--- src/rtl/regfile_mp.sv ---
// rtl/regfile_mp.sv - multi-port integer register file with x0, write bypass and post-reset clear sequencer
module regfile_mp #(
    parameter int DATA_W = 32,
    parameter int ADDR_W = 5,
    parameter bit BYPASS = 1'b1
) (
    input  logic              clk,
    input  logic              rst,
    input  logic              we_a,
    input  logic [ADDR_W-1:0] wa_a,
    input  logic [DATA_W-1:0] wd_a,
    input  logic              we_b,
    input  logic [ADDR_W-1:0] wa_b,
    input  logic [DATA_W-1:0] wd_b,
    input  logic [ADDR_W-1:0] ra1,
    input  logic [ADDR_W-1:0] ra2,
    output logic [DATA_W-1:0] rd1,
    output logic [DATA_W-1:0] rd2,
    output logic              ready,
    output logic [15:0]       wr_cnt
);
    localparam int NREGS = 2 ** ADDR_W;

    typedef enum logic {CLEAR, RUN} state_t;

    state_t            state_q, state_d;
    logic [ADDR_W-1:0] clr_idx_q, clr_idx_d;
    logic [15:0]       wr_cnt_q, wr_cnt_d;
    logic [DATA_W-1:0] mem_q [NREGS];

    logic        running;
    logic        commit_a, commit_b;
    logic [1:0]  inc;
    logic [16:0] cnt_sum;

    assign running  = (state_q == RUN);
    assign commit_a = running && we_a && (wa_a != '0);
    assign commit_b = running && we_b && (wa_b != '0);

    always_comb begin
        state_d   = state_q;
        clr_idx_d = clr_idx_q;
        if (state_q == CLEAR) begin
            clr_idx_d = clr_idx_q + ADDR_W'(1);
            if (clr_idx_q == {ADDR_W{1'b1}}) begin
                state_d = RUN;
            end
        end
    end

    always_comb begin
        inc      = 2'(commit_a) + 2'(commit_b);
        cnt_sum  = 17'(wr_cnt_q) + 17'(inc);
        wr_cnt_d = cnt_sum[16] ? 16'hFFFF : cnt_sum[15:0];
    end

    always_ff @(posedge clk or negedge rst) begin
        if (!rst) begin
            state_q   <= CLEAR;
            clr_idx_q <= ADDR_W'(1);
            wr_cnt_q  <= '0;
        end else begin
            state_q   <= state_d;
            clr_idx_q <= clr_idx_d;
            wr_cnt_q  <= wr_cnt_d;
        end
    end

    // Storage is deliberately outside the reset domain; the clear sequencer zeroes it.
    // Port B is written last so it wins a same-address conflict.
    always_ff @(posedge clk) begin
        if (state_q == CLEAR) begin
            mem_q[clr_idx_q] <= '0;
        end else begin
            if (commit_a) mem_q[wa_a] <= wd_a;
            if (commit_b) mem_q[wa_b] <= wd_b;
        end
    end

    function automatic logic [DATA_W-1:0] read_sel(input logic [ADDR_W-1:0] ra,
                                                   input logic [DATA_W-1:0] stored);
        logic [DATA_W-1:0] val;
        val = stored;
        if (!running || ra == '0)                  val = '0;
        else if (BYPASS && we_b && wa_b == ra)     val = wd_b;
        else if (BYPASS && we_a && wa_a == ra)     val = wd_a;
        return val;
    endfunction

    assign rd1    = read_sel(ra1, mem_q[ra1]);
    assign rd2    = read_sel(ra2, mem_q[ra2]);
    assign ready  = running;
    assign wr_cnt = wr_cnt_q;
endmodule

--- config.mk ---
export PLATFORM = sky130hd
export DESIGN_NAME = regfile_mp
export DESIGN_NICKNAME = d
export VERILOG_FILES = /design/src/rtl/regfile_mp.sv
export SDC_FILE = /design/constraint.sdc
export NUM_CORES = 2
export LEC_CHECK = 0
export CAP_MARGIN = 20
export CORE_UTILIZATION = 35
export DETAILED_ROUTE_END_ITERATION = 6
export PLACE_DENSITY = 0.61
export REMOVE_ABC_BUFFERS = 1
export SYNTH_ARGS = -nofsm -noshare
export SYNTH_HDL_FRONTEND = slang
export SYNTH_SLANG_ARGS = --single-unit
export TNS_END_PERCENT = 50
--- constraint.sdc ---
create_clock -name clk -period 3.4 [get_ports clk]
set_input_delay 0.51 -clock clk [delete_from_list [all_inputs] [get_ports clk]]
set_output_delay 0.51 -clock clk [all_outputs]
set_load 0.01 [all_outputs]
==> impl_metrics.env <==
export IMPL_holdWs_ns=0.0643
export IMPL_critPathMaxStageDelay_ns=0.49
export IMPL_worstSetupPathType="input port to primary output"
export IMPL_drv_cap=0
export IMPL_netlist_instances=5002
export IMPL_die_y_um=418
export IMPL_crit_buf_inv=4
export IMPL_core_area_sq_um=172000
export IMPL_cp_max_fo=15
export IMPL_yosysSeqAreaShare_pct=51.6
export IMPL_fill_cells=15517
export IMPL_crit_arrival_ns=2.94
export IMPL_synth_largest_area_cell="edfxtp_1"
export IMPL_slew_violations=0
export IMPL_routed_wl_mm=247
export IMPL_drc=2
export IMPL_fin_crit_ns=3.45
export IMPL_htreeDepth=3
export IMPL_start_kind="input port"
export IMPL_numCtsBuffers=109
export IMPL_final_nets=5303
export IMPL_synth_area_leaders="edfxtp_1 (51%), mux4_2 (21%), o21ai_0 (8.5%)"
export IMPL_antenna_found_initial=4
export IMPL_clock_fmax_mhz=290
export IMPL_hpwlAfterDp_mm=159
export IMPL_synthToLayoutAreaGrowth_pct=21.4
export IMPL_cts_tree="done"
export IMPL_fin_tns_setup_ns=-0.0506
export IMPL_die_area_sq_um=175000
export IMPL_grt_pass1_wl_mm=345
export IMPL_clk_path_buf_depth=3
export IMPL_final_hold_viol_count=0
export IMPL_ios=169
export IMPL_drt_wirelength_per_cell_um=32.5
export IMPL_cts_hold_fix_buffers=0
export IMPL_start_util_pct=35.3
export IMPL_violations="DRC, setup timing"
export IMPL_cts_sinks=1046
export IMPL_first_pass_iters=7
export IMPL_grt_total_usage_pct=27.9
export IMPL_hp_class="input port to async pin"
export IMPL_yosysTopAreaCellShare_pct=50.7
export IMPL_cp_cell_sequence="buf_6 -> buf_4 -> buf_4 -> mux2_2 -> o2111ai_1 -> nand3_1 -> clkdlybuf4s15_1"
export IMPL_synth_edf_count=1024
export IMPL_rsz0062_at_grt="yes"
export IMPL_p_leak_nw=25.4
export IMPL_worstPathRequired_ns=2.89
export IMPL_instances_no_fill=7615
export IMPL_drive_above_1_share_pct=28.2
export IMPL_clk_pin_slew_ns=0.06
export IMPL_finalSetupViolations=1
export IMPL_viasPerCell=6.25
export IMPL_syn_avg_cell_area_sq_um=12.1
export IMPL_total_power_mw=30.5
export IMPL_setup_worst_path_end_class="primary output"
export IMPL_synth_flop_cell="edfxtp_1"
export IMPL_num_vias=47596
export IMPL_final_util_pct=42.8
export IMPL_ys_warn_count=0
export IMPL_drtAntennaViolNets=0
export IMPL_portBuffers=168
export IMPL_synth_area_sq_um=60700
export IMPL_seq_area_sq_um=31300
export IMPL_clkLatencyLatePin_ns=0.76
export IMPL_place_inst=7365
export IMPL_synthArstFlopShare_pct=2.10
export IMPL_power_density_nw_per_um2=414
export IMPL_cp_slowest_cell="buf_4"
export IMPL_die_w_um=418
export IMPL_multi_input_area_sq_um=27400
export IMPL_grt_max_degree=65
export IMPL_synth_cell_types=59
export IMPL_worst_pin_slew_ns=1.07
export IMPL_worst_slack_ns=-0.0506
export IMPL_ys_ff_latch=1046
export IMPL_cpMostUsedCell="buf_4"
export IMPL_fin_crit_sh_pct=101
export IMPL_num_rows=152
export IMPL_cpLargestDelayFamily="buffers and inverters"
export IMPL_ir_worst_vdd_uv=419
export IMPL_overflow=0
export IMPL_slew_headroom_pct=29.0
export IMPL_cp_startpoint="ra2[1]"
export IMPL_grt_pass1_vias=45576
export IMPL_r2r_start="ready"
export IMPL_finClkSkew_ns=0.0310
export IMPL_drt_iter0_markers=7780
export IMPL_outcome="complete, but fails checks"
export IMPL_cts_root_buf="clkbuf_16"
export IMPL_globalplace_congestion=0.927
-- cells in the final DEF (no fill, tap or decap), drive strengths merged, types with 59 or more instances in the layout --
| cell type | netlist | layout |
|---|---|---|
| buf | 178 | 590 |
| nand3 | 146 | 146 |
| clkinv | 1 | 59 |
| clkbuf | 474 | 129 |
| a32oi | 64 | 64 |
| o21ai | 1029 | 1029 |
| mux2i | 69 | 69 |
| mux4 | 575 | 575 |
| edfxtp | 1024 | 1024 |
| nand2 | 1078 | 1078 |
| clkdlybuf4s50 | 0 | 87 |
-- routing by layer --
metal / track usage (%) / share of wire (%) / wire (um)
met2: 42.6 / 44 / 110000
met5: 0 / 0.014 / 34
met1: 34.7 / 34 / 83700
met3: 6.57 / 13 / 32300
met4: 20.3 / 8.7 / 21500
-- synthesized netlist by cell type (6+ instances only) --
library cell / count
o21bai_1: 12
a22oi_1: 33
or2_2: 6
xnor2_1: 21
nor4_1: 10
a32oi_1: 64
mux4_2: 575
o22ai_1: 19
nand2_1: 1078
clkbuf_2: 17
inv_1: 36
mux2_2: 35
edfxtp_1: 1024
nand4_1: 6
o21ai_0: 1028
buf_4: 11
mux2i_1: 69
buf_2: 110
buf_1: 53
dfrtp_1: 21
nand4b_1: 32
xor2_1: 10
nand3_1: 144
nor3_1: 8
clkbuf_1: 457
o2111ai_1: 32
nand2b_1: 6
nor2_1: 24
-- kinds of logic (layout without fill, tap and decap cells) --
family / Yosys count / after routing / synth area share [%]
AND/OR/NAND/NOR: 1343 / 1344 / 9.17
AO/OA/AOI/OAI: 1209 / 1209 / 10.9
flip-flops: 1046 / 1046 / 51.6
buffers and inverters: 689 / 989 / 4.66
multiplexers: 680 / 680 / 23.2
XOR/XNOR: 31 / 31 / 0.448
adder cells (fa/ha/maj): 4 / 4 / 0.0949
other: 0 / 2 / 0
-- metrics by stage --
| stage | instance area (sq um) | setup WS, ns |
|---|---|---|
| 6_report | 73700 | -0.0506 |
| 5_1_grt | 73700 | -0.00362 |
| 4_1_cts | 73400 | -0.141 |
| 3_5_place_dp | 69400 | -0.597 |
| 3_3_place_gp | 69400 | -0.590 |
| 2_1_floorplan | 58000 | -3.08 |
-- flip-flops by register name, indices dropped and copies added (netlist names) --
signal,cells
clr_idx_q,5
wr_cnt,16
mem_q,1024
ready,1
-- power breakdown --
group | internal, mW | switching, mW | leakage, nW | total, mW
Combinational | 1.80 | 2.57 | 12.8 | 4.36
Sequential | 14.3 | 0.0506 | 10.9 | 14.3
Clock | 6.34 | 5.48 | 1.67 | 11.8
-- worst paths after layout --
path / endpoint / slack [ns] / cells after the start
max in group asynchronous: clr_idx_q[0] / 2.84 / 2
setup / recovery: rd2[21] / -0.05 / 7
hold reg to reg: clr_idx_q[0] / 0.53 / 1
min in group clk: clr_idx_q[0] / 0.53 / 1
hold / removal: wr_cnt[13] / 0.06 / 1
setup reg to reg: mem_q[10][2] / 0.59 / 10
-- what timing repair did --
item	CTS	global route
resized for setup	130	42
endpoints found under the setup margin	64	48
buffers inserted	20	18
cloned	5	1
pin swaps	16	14
-- final cells by class --
| type | count | share of cell area [%] |
|---|---|---|
| Sequential cell | 1046 | 42.5 |
| Multi-Input combinational cell | 3268 | 37.2 |
| Timing Repair Buffer | 749 | 11.5 |
| Tap cell | 2310 | 3.92 |
| Clock buffer | 121 | 3.79 |
| Clock inverter | 82 | 0.873 |
| Inverter | 37 | 0.206 |
| Antenna cell | 2 | 0.00679 |
(Power assumes the default switching activity.)
